<file path="src/rtl/frame_slot_pkg.sv">
// Shared types and helpers for the frame-buffer slot manager.
package frame_slot_pkg;

  localparam int unsigned MAX_SLOT_W = 16;
  localparam int unsigned DROP_CNT_W = 16;

  typedef logic [MAX_SLOT_W-1:0] slot_idx_t;

  // Base address of a slot; callers truncate to their address width.
  function automatic logic [63:0] slot_addr(input logic [63:0] base,
                                            input slot_idx_t   idx,
                                            input logic [63:0] stride);
    return base + 64'(idx) * stride;
  endfunction

endpackage

</file>
<file path="src/rtl/frame_slot_manager_slot_fifo.sv">
// Circular FIFO of slot indices, depth NUM_SLOTS, optionally preloaded
// with 0..NUM_SLOTS-1 on reset (used for the free list).
module slot_fifo #(
  parameter int unsigned NUM_SLOTS = 4,
  parameter bit          INIT_FULL = 1'b0,
  localparam int unsigned SLOT_W   = $clog2(NUM_SLOTS)
) (
  input  logic              clk,
  input  logic              rst,
  input  logic              push,
  input  logic [SLOT_W-1:0] wr_data,
  input  logic              pop,
  output logic [SLOT_W-1:0] rd_data_c,
  output logic [SLOT_W:0]   count,
  output logic              empty,
  output logic              full
);

  logic [SLOT_W-1:0] mem [NUM_SLOTS];
  logic [SLOT_W-1:0] rd_ptr;
  logic [SLOT_W-1:0] wr_ptr;
  logic [SLOT_W:0]   count_nxt;

  assign rd_data_c = mem[rd_ptr];

  always_comb begin
    count_nxt = count + (SLOT_W+1)'(push) - (SLOT_W+1)'(pop);
  end

  // Pointers wrap naturally because NUM_SLOTS is a power of two.
  always_ff @(posedge clk) begin
    if (rst) begin
      rd_ptr <= '0;
      wr_ptr <= '0;
      if (INIT_FULL) begin
        count <= (SLOT_W+1)'(NUM_SLOTS);
        empty <= 1'b0;
        full  <= 1'b1;
      end else begin
        count <= '0;
        empty <= 1'b1;
        full  <= 1'b0;
      end
    end else begin
      if (push) wr_ptr <= wr_ptr + SLOT_W'(1);
      if (pop)  rd_ptr <= rd_ptr + SLOT_W'(1);
      count <= count_nxt;
      empty <= (count_nxt == '0);
      full  <= (count_nxt == (SLOT_W+1)'(NUM_SLOTS));
    end
  end

  always_ff @(posedge clk) begin
    if (rst) begin
      if (INIT_FULL) begin
        for (int i = 0; i < int'(NUM_SLOTS); i++) mem[i] <= SLOT_W'(i);
      end
    end else if (push) begin
      mem[wr_ptr] <= wr_data;
    end
  end

endmodule

</file>
<file path="src/rtl/frame_slot_manager.sv">
// Multi-frame slot ring for the denoise pipeline: slots flow in frame order
// writer -> noise estimator -> Wiener reader -> free list.
// Optional feature: FRAME_SLOT_DROP_EN lets the writer reclaim the oldest
// unclaimed written frame when the free list is empty.
module frame_slot_manager import frame_slot_pkg::*; #(
  parameter int unsigned ADDR_WIDTH          = 32,
  parameter int unsigned NUM_SLOTS           = 4,
  parameter int unsigned NUM_STAGES          = 3,
  parameter logic [ADDR_WIDTH-1:0] BASE_ADDR   = '0,
  parameter logic [ADDR_WIDTH-1:0] SLOT_STRIDE = ADDR_WIDTH'(32'h0010_0000),
  localparam int unsigned SLOT_W             = $clog2(NUM_SLOTS)
) (
  input  logic                             clk,
  input  logic                             rst,
  input  logic [NUM_STAGES-1:0]            stage_req,
  input  logic [NUM_STAGES-1:0]            stage_done,
  output logic [NUM_STAGES-1:0]            stage_grant,
  output logic [NUM_STAGES*ADDR_WIDTH-1:0] stage_base_addr,
  output logic [NUM_STAGES-1:0]            stage_busy,
  output logic [SLOT_W:0]                  free_slots,
  output logic [DROP_CNT_W-1:0]            drop_count,
  output logic                             protocol_err
);

  logic [NUM_STAGES-1:0] q_push;
  logic [NUM_STAGES-1:0] q_pop;
  logic [NUM_STAGES-1:0] q_empty;
  logic [NUM_STAGES-1:0] q_full;
  logic [SLOT_W-1:0]     q_wr_data [NUM_STAGES];
  logic [SLOT_W-1:0]     q_rd_data [NUM_STAGES];
  logic [SLOT_W:0]       q_count   [NUM_STAGES];

  logic [SLOT_W-1:0]     held_q     [NUM_STAGES];
  logic [SLOT_W-1:0]     gnt_slot_c [NUM_STAGES];
  logic [NUM_STAGES-1:0] grant_c;
  logic [NUM_STAGES-1:0] done_ok_c;
  logic                  err_c;
  logic                  drop_c;
  int unsigned           slot_total_c;

  // q[0] is the free list and starts holding every slot.
  for (genvar k = 0; k < int'(NUM_STAGES); k++) begin : g_q
    slot_fifo #(
      .NUM_SLOTS (NUM_SLOTS),
      .INIT_FULL (k == 0)
    ) u_q (
      .clk       (clk),
      .rst       (rst),
      .push      (q_push[k]),
      .wr_data   (q_wr_data[k]),
      .pop       (q_pop[k]),
      .rd_data_c (q_rd_data[k]),
      .count     (q_count[k]),
      .empty     (q_empty[k]),
      .full      (q_full[k])
    );
  end

  assign free_slots = q_count[0];

  // Per-stage grant/done decode; a done from stage k feeds the next stage's queue.
  always_comb begin
    q_push    = '0;
    q_pop     = '0;
    grant_c   = '0;
    done_ok_c = '0;
    err_c     = 1'b0;
    drop_c    = 1'b0;
    for (int k = 0; k < int'(NUM_STAGES); k++) begin
      q_wr_data[k]  = '0;
      gnt_slot_c[k] = q_rd_data[k];
    end
    for (int k = 0; k < int'(NUM_STAGES); k++) begin
      done_ok_c[k] = stage_done[k] & stage_busy[k];
      if (stage_done[k] && !stage_busy[k]) err_c = 1'b1;
      grant_c[k] = stage_req[k] & ~stage_busy[k] & ~q_empty[k];
      q_pop[k]   = grant_c[k];
    end
    for (int k = 0; k < int'(NUM_STAGES); k++) begin
      q_push[(k + 1) % int'(NUM_STAGES)]    = done_ok_c[k];
      q_wr_data[(k + 1) % int'(NUM_STAGES)] = held_q[k];
    end
`ifdef FRAME_SLOT_DROP_EN
    // Writer steals the oldest written-but-unclaimed frame; it beats stage 1 for q[1].
    if (stage_req[0] && !stage_busy[0] && q_empty[0] && !q_empty[1]) begin
      drop_c        = 1'b1;
      grant_c[0]    = 1'b1;
      gnt_slot_c[0] = q_rd_data[1];
      grant_c[1]    = 1'b0;
      q_pop[1]      = 1'b1;
    end
`endif
  end

  always_ff @(posedge clk) begin
    if (rst) begin
      stage_grant     <= '0;
      stage_busy      <= '0;
      stage_base_addr <= '0;
      drop_count      <= '0;
      protocol_err    <= 1'b0;
      for (int k = 0; k < int'(NUM_STAGES); k++) held_q[k] <= '0;
    end else begin
      stage_grant <= grant_c;
      stage_busy  <= (stage_busy & ~done_ok_c) | grant_c;
      if (err_c) protocol_err <= 1'b1;
      if (drop_c && drop_count != '1) drop_count <= drop_count + DROP_CNT_W'(1);
      for (int k = 0; k < int'(NUM_STAGES); k++) begin
        if (grant_c[k]) begin
          held_q[k] <= gnt_slot_c[k];
          stage_base_addr[k*ADDR_WIDTH +: ADDR_WIDTH] <=
            ADDR_WIDTH'(slot_addr(64'(BASE_ADDR), slot_idx_t'(gnt_slot_c[k]), 64'(SLOT_STRIDE)));
        end
      end
    end
  end

  // Every slot is either queued somewhere or held by exactly one stage.
  always_comb begin
    slot_total_c = 0;
    for (int k = 0; k < int'(NUM_STAGES); k++) begin
      slot_total_c = slot_total_c + 32'(q_count[k]) + 32'(stage_busy[k]);
    end
  end

  push_full_a: assert property (@(posedge clk) disable iff (rst) (q_push & q_full) == '0);
  conserve_a:  assert property (@(posedge clk) disable iff (rst) slot_total_c == NUM_SLOTS);

endmodule

</file>
<file path="config.mk">
export PLATFORM = sky130hd
export DESIGN_NAME = frame_slot_manager
export DESIGN_NICKNAME = d
export VERILOG_FILES = /design/src/rtl/frame_slot_pkg.sv /design/src/rtl/frame_slot_manager_slot_fifo.sv /design/src/rtl/frame_slot_manager.sv
export SDC_FILE = /design/constraint.sdc
export NUM_CORES = 1
export LEC_CHECK = 0
export ABC_CLOCK_PERIOD_IN_PS = 3700
export CAP_MARGIN = 20
export CORE_MARGIN = 2
export CORE_UTILIZATION = 45
export DETAILED_ROUTE_END_ITERATION = 12
export GPL_ROUTABILITY_DRIVEN = 0
export PLACE_DENSITY = 0.79
export SYNTH_ARGS = -nofsm -noshare
export SYNTH_HDL_FRONTEND = slang
export SYNTH_HIERARCHICAL = 1
export SYNTH_SLANG_ARGS = --single-unit
</file>
<file path="constraint.sdc">
create_clock -name clk -period 3.7 [get_ports clk]
set_input_delay 0.555 -clock clk [delete_from_list [all_inputs] [get_ports clk]]
set_output_delay 0.555 -clock clk [all_outputs]
set_load 0.02 [all_outputs]
</file>
Word level (Yosys, flattened, before mapping)
Memory sizes are Yosys's and may differ from the RTL's. A register that Yosys moved wholly into a read port is not among the register bits.
Index checks and enable logic that the tools add are counted.
Word-level totals
  output and inout port bits: 122
  memories: 4
  word-level logic and storage cells: 100
  flip-flop bits (word level): 37
  latch bits: 0
  bits in writable memories: 30
  ROM bits: 0
Operators by class
  equality and inequality tests: 0
  multipliers: 0
  $lt $le $gt $ge: 0
  muxes and demuxes: 35
  divide/modulo/power cells: 0
  reductions and logical operators: 10
  shift-type cells: 0
  add/sub/neg operators: 12
  bitwise logic cells: 21
Memory list
  g_q[0].u_q.mem: depth 4, width 2, rd ports 1, clocked after memory_dff 1, write ports 4, line frame_slot_manager_slot_fifo.sv:19  | logic [SLOT_W-1:0] mem [NUM_SLOTS];
  g_q[1].u_q.mem: depth 4, width 2, rd ports 1, clocked after memory_dff 1, write ports 1, line frame_slot_manager_slot_fifo.sv:19
  g_q[2].u_q.mem: depth 4, width 2, rd ports 1, clocked after memory_dff 1, write ports 1, line frame_slot_manager_slot_fifo.sv:19
  held_q: depth 3, width 2, rd ports 3, clocked after memory_dff 0, write ports 3, line frame_slot_manager.sv:33  | logic [SLOT_W-1:0] held_q [NUM_STAGES];
Operator list (count)
  1-bit two-way mux: 24
  2-bit two-way mux: 11
  2-bit by 1-bit adder with 2-bit output, second input constant: 6
  3-bit by 1-bit adder with 3-bit output: 3
  1-bit bitwise AND: 9
  3-bit logical NOT: 3
  3-bit by 1-bit subtractor with 3-bit output: 3
  1-bit inverter: 6
  3-bit bitwise AND: 1
  1-bit logical AND: 3
  1-bit logical NOT: 3
  3-bit inverter: 1
  1-bit OR: 3
  3-bit OR: 1
  2-bit OR reduction: 1

Logic depth before layout (Yosys ltp)
Gate-level depths: netlist of run 1.
  word-level depth: 7
  gate-level depth with buffers: 9
  gate-level depth less buffers: 8

By module
Netlist of run 1, hierarchy kept.
Modules (own cells, without submodules)
  slot_fifo (g_q[1].u_q ...): times used 2, cells each 57, area each 788.3 µm²
  frame_slot_manager: times used 1, cells each 180, area each 1556.5 µm²
  slot_fifo (g_q[0].u_q): times used 1, cells each 67, area each 822.0 µm²

Worst setup path after synthesis of run 1
OpenSTA, ideal clock, no wires.
  kind: input to register
  from: input stage_req[0]
  to: register g_q[0].u_q.count[2]
  library setup time: 0.120 ns
  path buffers: 1
  cell stages on the path: 9
  data arrival time: 2.325 ns
  path slack: 1.255 ns
  path through: or3b_1 -> buf_2 -> inv_1 -> ha_1 -> inv_1 -> ha_1 -> fa_1 -> xnor3_2 -> or2_1
On the way
  word-level cells in the longest chain between the ends: 3
RTL lines
  from (decl): line frame_slot_manager.sv:15  | input logic [NUM_STAGES-1:0] stage_req,
  1-bit bitwise AND (2 in a row): line frame_slot_manager.sv:76  | grant_c[k] = stage_req[k] & ~stage_busy[k] & ~q_empty[k];
  named net grant_c[0]: line frame_slot_manager.sv:35  | logic [NUM_STAGES-1:0] grant_c;
  3-bit by 1-bit subtractor with 3-bit output: line frame_slot_manager_slot_fifo.sv:27  | count_nxt = count + (SLOT_W+1)'(push) - (SLOT_W+1)'(pop);
  to (signal assigned): line frame_slot_manager_slot_fifo.sv:36  | count <= (SLOT_W+1)'(NUM_SLOTS);
  to (signal assigned): line frame_slot_manager_slot_fifo.sv:47  | count <= count_nxt;
  to (decl): line frame_slot_manager_slot_fifo.sv:14  | output logic [SLOT_W:0] count,
The timed path passes the listed nets, and every way through them passes these cells.
A chain may end at the register's enable or synchronous reset.

Worst setup path in the final report of run 1
Same ends and word-level chain as after synthesis.

==> flow_summary.ini, run 1 <==
[route]
route.detailed.drc = 0
wl_per_cell_um = 11.79
vias = 2011
firstDrtPassIters = 4
drt_wl_total_um = 5755
dr.first_iter.drc_count = 127
via_per_inst = 4.121
postRouteAntennaNets = 0

[sta]
finalSetupTns_ps = 0
rsz0062_at_grt = false
min_period_ps = 2729
slew_headroom_pct = 62.63
fin_crit_sh_pct = 73.75
tightest_slew_ps = 560.6
fin_skew_ps = 6.053
setup_viol = 0
drv_slew = 0
final_hold_viol_count = 0
fmax_mhz = 366.5

[cts]
cts_buffers = 9
clk_pin_slew_worst_paths_ps = 80
htreeDepth = 3
clock_latency_ps = 350
cts.sinks = 73
clock-root-buffer = clkbuf_8
cts_tree = built
postCtsResizedCells = 0
ctsLongestPathBuffers = 2
postCtsHoldBufs = 0
cts_setup_buffers = 0

[power_and_ir_drop]
power_density_mw_per_mm2 = 627.9
power_mw = 2.524
peakVddDrop_mv = 0.3922
leakagePower_nw = 1.744

[global_routing]
grt_pass1_wl_um = 8859
grt_max_degree = 30
grt_usage_pct = 13.24
grt_overflow = 0
antenna_found_initial = 0
grt_pass1_vias = 1844

[die]
die_w_um = 96.59
fp.dieArea_mm2 = 0.009329
coreArea_mm2 = 0.008258
start_util_pct = 46.71
rows = 33
die_y_um = 96.59
ios = 130

[final_layout]
fill_cells = 778
postLayoutCoreUtil_pct = 48.67
most-common-layout-cells = conb_1, dfxtp_1, edfxtp_1
n_antenna_cell = 0
final_cell_count_no_fill = 488
syn_to_final_growth_pct = 4.184
final_common_cell = conb_1
drive_gt1_share_pct = 8.616
design_area_mm2 = 0.004019
final_nets = 403

[yosys]
synth_cells = 354
ys_warn_count = 6
syn_area_per_cell_um2 = 10.90
syn_area_mm2 = 0.003857

[placed_design]
numPortBuffers = 23
dp_hpwl_um = 4301
dp.cells = 472
placed_area_mm2 = 0.003769

[critical_path]
worstReg2RegEnd = g_q[0].u_q/count[2]
crit_type = in2reg
end_kind = register
reg2reg_depth = 8
reg2reg_from = stage_busy[0]
worst-path-max-fanout = 7
required_ps = 3950
cp_data_arrival_time_ps = 2980
r2r_setup_slack_ps = 1190
start_kind = input pin

[worst_hold_path]
min_to = stage_base_addr[21]
worstHoldStart = stage_base_addr[21]
worstHoldPathType = reg2reg
hold_depth = 2

[outcome]
run_status = completed

[run]
drv_cap = 0
==> worst max-delay path by stage <==
stage | startpoint | to | slack [ps]
floorplan | stage_req[0] | g_q[0].u_q/count[2] | 1270
global placement | stage_req[0] | g_q[0].u_q/count[2] | 620
detailed placement | stage_req[0] | g_q[0].u_q/count[2] | 590
CTS | stage_req[0] | g_q[0].u_q/count[2] | 970
global route | stage_req[0] | g_q[0].u_q/count[2] | 870
finish | stage_req[0] | g_q[0].u_q/count[2] | 970
==> report_power, final <==
part           total (mW)  internal [mW]  switching (mW)
sequential           1.07          0.982          0.0861
clock               0.768          0.456           0.313
combinational       0.687          0.313           0.374
==> worst max-delay path: stages <==
cell,delay (ps)
clkdlybuf4s50_1,440
or3b_1,510
inv_1,250
ha_1,170
inv_1,40
ha_1,190
fa_1,390
xnor3_2,230
or2_1,210
==> sequential cells by signal, summed over array words and instances, names as in the netlist, 3 cells and up, named ones only <==
signal and flops:
g_q.u_q/mem 24, g_q.u_q/count 9, g_q.u_q/rd_ptr 6, g_q.u_q/wr_ptr 6, held_q 6, stage_base_addr 6, g_q.u_q/empty 3, stage_busy 3
stage_grant 3
==> through the flow <==
| stage | setup slack (ps) | hold WS [ps] |
|---|---|---|
| 2_1_floorplan | 1271 | 458.7 |
| 4_1_cts | 970.0 | 476.6 |
| 5_1_grt | 873.2 | 498.4 |
| 3_5_place_dp | 588.0 | 464.8 |
| 3_3_place_gp | 620.8 | 449.5 |
| 6_report | 971.3 | 468.2 |
==> cell type report <==
type / count / area (um2) / share of cell area, %
Clock buffer: 9 / 123.9 / 3.082
Clock inverter: 7 / 126.4 / 3.144
Inverter: 21 / 78.83 / 1.961
Multi-Input combinational cell: 249 / 1564 / 38.92
Sequential cell: 73 / 1762 / 43.84
Tap cell: 105 / 131.4 / 3.269
Timing Repair Buffer: 24 / 232.7 / 5.791
==> routing by layer <==
metal	GRT usage, %	part of all wire, %	up-vias
li1	-	-	985
met1	15.77	41	928
met2	21.35	50	92
met3	6.129	8.3	6
met4	4.225	0.94	0
met5	0	0	-
Power figures use the tool's default switching activity.
==> run 2, diff against run 1 <==
--- a/config.mk
+++ b/config.mk
@@ -5,13 +5,13 @@
 export SDC_FILE = /design/constraint.sdc
 export NUM_CORES = 1
 export LEC_CHECK = 0
-export ABC_CLOCK_PERIOD_IN_PS = 3700
+export ABC_CLOCK_PERIOD_IN_PS = 2200
 export CAP_MARGIN = 20
 export CORE_MARGIN = 2
-export CORE_UTILIZATION = 45
+export CORE_UTILIZATION = 42
 export DETAILED_ROUTE_END_ITERATION = 12
 export GPL_ROUTABILITY_DRIVEN = 0
-export PLACE_DENSITY = 0.79
+export PLACE_DENSITY = 0.77
 export SYNTH_ARGS = -nofsm -noshare
 export SYNTH_HDL_FRONTEND = slang
 export SYNTH_HIERARCHICAL = 1
==> constraint.sdc (replaced) <==
create_clock -name clk -period 2.2 [get_ports clk]
set_input_delay 0.33 -clock clk [delete_from_list [all_inputs] [get_ports clk]]
set_output_delay 0.33 -clock clk [all_outputs]
set_load 0.02 [all_outputs]
==> flow_summary.ini, run 2 (synthesized netlist as in run 1, its figures left out) <==
[outcome]
run_status = completed

[route]
via_per_inst = 4.058
route.detailed.drc = 0
drt_wl_total_um = 5444
dr.first_iter.drc_count = 58
firstDrtPassIters = 4
postRouteAntennaNets = 0
wl_per_cell_um = 10.87
vias = 2033

[sta]
fin_skew_ps = 8.116
holdWs_ps = 456.6
slew_headroom_pct = 43.21
fmax_mhz = 468.9
fin_crit_sh_pct = 96.94
drv_slew = 0
final_hold_viol_count = 0
setup_viol = 0
tightest_slew_ps = 851.9
min_period_ps = 2133

[final_layout]
drive_gt1_share_pct = 12.47
postLayoutCoreUtil_pct = 46.16
seq_area_mm2 = 0.001762
multi_input_area_mm2 = 0.001578
top_regs = g_q.u_q/mem: 24 flops, g_q.u_q/count: 9 flops
syn_to_final_growth_pct = 5.384
n_antenna_cell = 0
final_common_cell = conb_1
design_area_mm2 = 0.004065
most-common-layout-cells = conb_1, dfxtp_1, edfxtp_1
fill_cells = 796
largest-register = g_q.u_q/mem
largest_reg_flops = 24
final_nets = 413

[cts]
cts.sinks = 73
cts_tree = built
ctsLongestPathBuffers = 2
clock_latency_ps = 350
clock-root-buffer = clkbuf_8
cts_buffers = 9
clk_pin_slew_worst_paths_ps = 70
htreeDepth = 3

[critical_path]
start_kind = input pin
cp_data_arrival_time_ps = 2370
worstSetupStartpoint = stage_req[0]
end_kind = register
required_ps = 2440
reg2reg_from = stage_busy[0]
worst-path-max-fanout = 2
reg2reg_depth = 8
worstReg2RegEnd = g_q[0].u_q/count[2]
crit_type = in2reg
r2r_setup_slack_ps = 150

[worst_hold_path]
hold_depth = 2
worstHoldStart = stage_base_addr[53]
worstHoldPathType = reg2reg
min_to = stage_base_addr[53]

[power_and_ir_drop]
leakagePower_nw = 1.776
power_mw = 4.117
peakVddDrop_mv = 0.4244
p_switching_mw = 1.278
pwr-share-comb_pct = 30.7
power_density_mw_per_mm2 = 1013
p_int_mw = 2.839
p_sw_share_pct = 31.04
p_seq_share_pct = 43.3
p_clk_share_pct = 26.0

[die]
fp.dieArea_mm2 = 0.009967
ios = 130
coreArea_mm2 = 0.008806
die_y_um = 99.84
start_util_pct = 43.81
rows = 34
die_w_um = 99.84

[global_routing]
grt_max_degree = 49
grt_overflow = 0
grt_pass1_wl_um = 8293
antenna_found_initial = 0
grt_pass1_vias = 1759
grt_usage_pct = 11.04

[placed_design]
placed_area_mm2 = 0.003847
dp_hpwl_um = 4089
numPortBuffers = 23

[run]
drv_cap = 0
-- run 2: worst max path at each step --
stage	to	slack (ps)	cells past startpoint
after CTS	g_q[0].u_q/count[2]	50	9
after global placement	g_q[1].u_q/empty	-270	9
final	g_q[0].u_q/count[2]	70	9
after floorplan	g_q[0].u_q/count[2]	-50	9
after detailed placement	g_q[0].u_q/count[2]	-330	9
after global routing	g_q[0].u_q/empty	-40	8
-- run 2: worst max-delay path: stages --
cell	delay, ps
clkdlybuf4s50_1	450
or3b_4	380
inv_2	70
ha_1	120
inv_1	40
ha_1	190
fa_2	340
xnor3_2	240
or2_1	210
-- run 2: layer usage --
layer / GRT usage, % / vias up / part of all wire (%) / wire length (um)
li1: - / 1002 / - / -
met1: 12.30 / 957 / 41 / 2234
met2: 18.66 / 70 / 52 / 2810
met3: 4.666 / 4 / 6.4 / 349
met4: 4.531 / 0 / 0.92 / 50
met5: 0 / - / 0 / 0
-- run 2: area by class of cell --
| type | count | area share, % |
|---|---|---|
| tap | 108 | 3.324 |
| inverter | 21 | 1.939 |
| multi-input combinational | 249 | 38.81 |
| clock buffer | 11 | 3.755 |
| clock inverter | 5 | 1.262 |
| sequential | 73 | 43.34 |
| timing repair buffer | 34 | 7.572 |
-- run 2: power by group through the flow --
| stage | Clock (mW) | Combinational, mW | Sequential, mW |
|---|---|---|---|
| floorplan | 0 | 0.990 | 1.85 |
| global placement | 0 | 1.19 | 1.80 |
| detailed placement | 0 | 1.23 | 1.81 |
| CTS | 1.11 | 1.24 | 1.78 |
| global route | 1.16 | 1.41 | 1.81 |
| finish | 1.07 | 1.26 | 1.78 |
-- run 2: what timing repair did --
action,in CTS,in global routing
hold endpoints to repair,0,0
setup buffers,0,0
hold buffers,0,0
setup endpoints to repair,0,3
resized for setup,0,4
-- run 2: per-stage QoR --
stage	instances	worst slack [ps]	setup TNS, ps
final	501	67.39	0
after floorplan	459	-47.53	-47.53
after detailed placement	485	-328.2	-2196
after CTS	501	47.97	0
after global placement	485	-271.8	-1880
after global routing	501	-41.56	-41.56
==> patch 1: new RTL, config.mk and constraints of run 2 <==
The parameter `NUM_STAGES` goes from 3 to 2.
--- a/src/rtl/frame_slot_manager.sv
+++ b/src/rtl/frame_slot_manager.sv
@@ -6,5 +6,5 @@
   parameter int unsigned ADDR_WIDTH          = 32,
   parameter int unsigned NUM_SLOTS           = 4,
-  parameter int unsigned NUM_STAGES          = 3,
+  parameter int unsigned NUM_STAGES          = 2,
   parameter logic [ADDR_WIDTH-1:0] BASE_ADDR   = '0,
   parameter logic [ADDR_WIDTH-1:0] SLOT_STRIDE = ADDR_WIDTH'(32'h0010_0000),
Interface: changed (5 resized); port bits go from 130 to 94. The function was not compared with the original's and may differ.
==> patch 1 against run 2 <==
  * Global-route usage fell by 0.17 points
  * Final area fell by 30%
  * Register-to-register slack got worse by 0.03 ns
  * Sequential cell count fell by 24
  * Fmax rose by 2.3%
  * Count of clock-buffer cells in the layout fell by 5
  * Power fell by 32%
  * Sequential power fell by 32%
  * Area after synthesis fell by 31%
  * Worst setup slack improved by 0.048 ns
  * Routed wire length fell by 33%
==> patch 1: results (changes against run 2) <==
htree depth 2 (was 3); CP max stage cell or3b_4 (was clkdlybuf4s50_1); vias in the first global route 1340 (was 1759); Largest stage delay, worst path 0.38 ns (was 0.45 ns); met2 usage 17.8% (was 18.7%); worst reg-to-reg path cell count 9 (was 8); Layout Nets 291 (was 413); Multi-input gate area 1130 µm² (was 1580 µm²); total CTS buffers 5 (was 9); layout cell share with drive strength beyond 1 14.9% (was 12.5%); Routed WL 3.65 mm (was 5.44 mm); CP Launch Type flop (was input port); sequential share of power 43.5% (was 43.3%); met1 Use GR 13.6% (was 12.3%); starting DRC count in detailed routing 53 (was 58); largest net degree at the start of global routing 21 (was 49); reg2reg start stage_busy[1] (was stage_busy[0]); detailed-route via count 1465 (was 2033); Worst Slack Setup Final 0.116 ns (was 0.0674 ns); Pleak 1.26 nW (was 1.78 nW); Worst Skew 0.00913 ns (was 0.00812 ns); met3 usage 2.27% (was 4.67%); Worst Min Path Start stage_req[1] (was stage_base_addr[53]); # port buffers 17 (was 23); Critical Path End g_q[1].u_q/empty (was g_q[0].u_q/count[2]); critical path peak fanout 6 (was 2); fill count 583 (was 796); met1 WL 1.61 mm (was 2.23 mm); Worst EP arrival 2.29 ns (was 2.37 ns); outcome completed (unchanged); Clock Power 0.000671 W (was 0.00107 W)
-- patch 1: final cells by class --
type,instances,area share [%]
tap,77,3.37
timing repair buffer,29,9.28
clock inverter,2,1.31
clock buffer,6,2.89
inverter,16,2.10
multi-input combinational,174,39.7
sequential,49,41.4
-- patch 1: worst min-delay path by stage --
stage                                       to  slack [ns]  cells after the start
after detailed placement          protocol_err        0.45                      2
final                           stage_grant[1]        0.46                      3
after CTS                         protocol_err        0.47                      2
after global routing            stage_grant[1]        0.46                      3
after floorplan           g_q[1].u_q/mem[0][0]        0.46                      0
after global placement            protocol_err        0.45                      2
-- patch 1: stage by stage --
stage,cells,hold slack (ns)
floorplan,320,0.459
global placement,342,0.449
detailed placement,342,0.452
CTS,351,0.470
global route,353,0.464
finish,353,0.457
-- patch 1: timing repair --
item / in CTS / in global routing
endpoints found under the setup margin: 3 / 3
resized for setup: 4 / 5
setup buffers: 1 / 2
hold buffers: 0 / 0
pin swaps: 1 / 4
cloned: 0 / 0
hold endpoints to repair: 0 / 0
==> patch 2: new RTL, settings of run 2 <==
Without the edit above. Make the reset (`rst`) asynchronous in 3 clocked blocks.
--- a/src/rtl/frame_slot_manager_slot_fifo.sv
+++ b/src/rtl/frame_slot_manager_slot_fifo.sv
@@ -29,5 +29,5 @@
 
   // Pointers wrap naturally because NUM_SLOTS is a power of two.
-  always_ff @(posedge clk) begin
+  always_ff @(posedge clk or posedge rst) begin
     if (rst) begin
       rd_ptr <= '0;
@@ -51,5 +51,5 @@
   end
 
-  always_ff @(posedge clk) begin
+  always_ff @(posedge clk or posedge rst) begin
     if (rst) begin
       if (INIT_FULL) begin
--- a/src/rtl/frame_slot_manager.sv
+++ b/src/rtl/frame_slot_manager.sv
@@ -93,5 +93,5 @@
   end
 
-  always_ff @(posedge clk) begin
+  always_ff @(posedge clk or posedge rst) begin
     if (rst) begin
       stage_grant     <= '0;
Check against the original RTL: differs if rst is asserted again (counterexample within 4 cycles, from zero or initial values and one cycle with rst high); with rst held inactive, the same outputs for 10 cycles.
==> patch 2 against run 2 <==
  * Final cell count down 13%
  * Sequential cell count down 12
  * Routed wire length down 12%
  * Power up 17%
  * Synthesized cell count down 19%
  * Final area down 7.8%
  * Utilization down 0.34 points
  * Area after synthesis down 8.6%
  * Worst setup slack better by 0.11 ns
  * Sequential power up 13%
  * Critical endpoint is now g_q[1].u_q/empty
==> patch 2: results (changes against run 2) <==
clock root buffer clkbuf_8 (unchanged); detailed-route via count 1669 (was 2033); final hold slack 0.456 ns (was 0.457 ns); VDD IR max 0.000575 V (was 0.000424 V); Pleak 1.84 nW (was 1.78 nW); GRT Resource Usage Total 11.5% (was 11.0%); met3 usage 2.69% (was 4.67%); r2r setup slk 0.17 ns (was 0.15 ns); outcome completed (unchanged); Hold WC Path Type in -> async (was reg -> reg); met1 Use GR 14.7% (was 12.3%); DP HPWL 3.70 mm (was 4.09 mm); vias in the first global route 1526 (was 1759); critical path peak fanout 2 (unchanged); starting DRC count in detailed routing 86 (was 58); initial antenna violation count 0 (unchanged); Non-Filler Instances 436 (was 501); Worst Skew 0.00417 ns (was 0.00812 ns); Largest stage delay, worst path 0.54 ns (was 0.45 ns); Tightest Pin Transition 0.612 ns (was 0.852 ns); CTS clock-pin slew for the worst setup and hold paths 0.07 ns (about the same); largest net degree at the start of global routing 17 (was 49); worst skew pair latency 0.33 ns (was 0.35 ns); Layout Nets 355 (was 413); Placed Cells 420 (was 485); wire per inst 11.0 µm (was 10.9 µm); Switch Pwr 0.00164 W (was 0.00128 W); met2 usage 17.6% (was 18.7%); Worst EP arrival 2.29 ns (was 2.37 ns); CP max stage cell dfstp_2 (was clkdlybuf4s50_1); fill count 742 (was 796); Synthesis Warnings 6 (unchanged); layout cell share with drive strength beyond 1 16.9% (was 12.5%); first-pass GRT wire length 7.66 mm (was 8.29 mm); Seq group 0.00201 W (was 0.00178 W); share of power burned in the clock network 20.8% (was 26.0%); Avg Cell Area, Syn 12.4 µm² (was 10.9 µm²); antenna cells 0 (unchanged)
==> patch 2: layout make-up <==
class	count	area share, %
sequential	61	43.1
multi-input combinational	197	37.6
timing repair buffer	31	7.75
clock buffer	12	4.14
tap	105	3.51
inverter	26	2.61
clock inverter	4	1.24
==> patch 2: worst paths after layout <==
path,cells after the start,startpoint,endpoint
worst max-delay path,7,g_q[1].u_q/empty,g_q[1].u_q/empty
worst min-delay path,2,rst,g_q[1].u_q/rd_ptr[1]
worst max register to register,7,g_q[1].u_q/empty,g_q[1].u_q/empty
worst min register to register,1,g_q[0].u_q/mem[7],g_q[0].u_q/mem[7]
max in group asynchronous,2,rst,g_q[0].u_q/wr_ptr[1]
min in group clk,1,g_q[0].u_q/mem[7],g_q[0].u_q/mem[7]
==> patch 2: stage by stage <==
| stage | util (%) | instance area (µm²) | setup slack (ns) | TNS, ns | power [W] |
|---|---|---|---|---|---|
| after floorplan | - | 3920 | 0.0691 | 0 | 0.00340 |
| after global placement | 43.4 | 3540 | -0.0868 | -0.237 | 0.00377 |
| after detailed placement | 43.4 | 3540 | -0.138 | -0.475 | 0.00385 |
| after CTS | 45.8 | 3750 | 0.164 | 0 | 0.00486 |
| after global routing | 45.8 | 3750 | 0.0953 | 0 | 0.00516 |
| final | 45.8 | 3750 | 0.174 | 0 | 0.00480 |
==> patch 2: routing by layer <==
layer	vias to the layer above	wire, µm	part of all wire, %
met5	-	0	0
met3	9	268	5.6
li1	786	-	-
met2	70	2340	49
met4	0	112	2.3
met1	804	2070	43
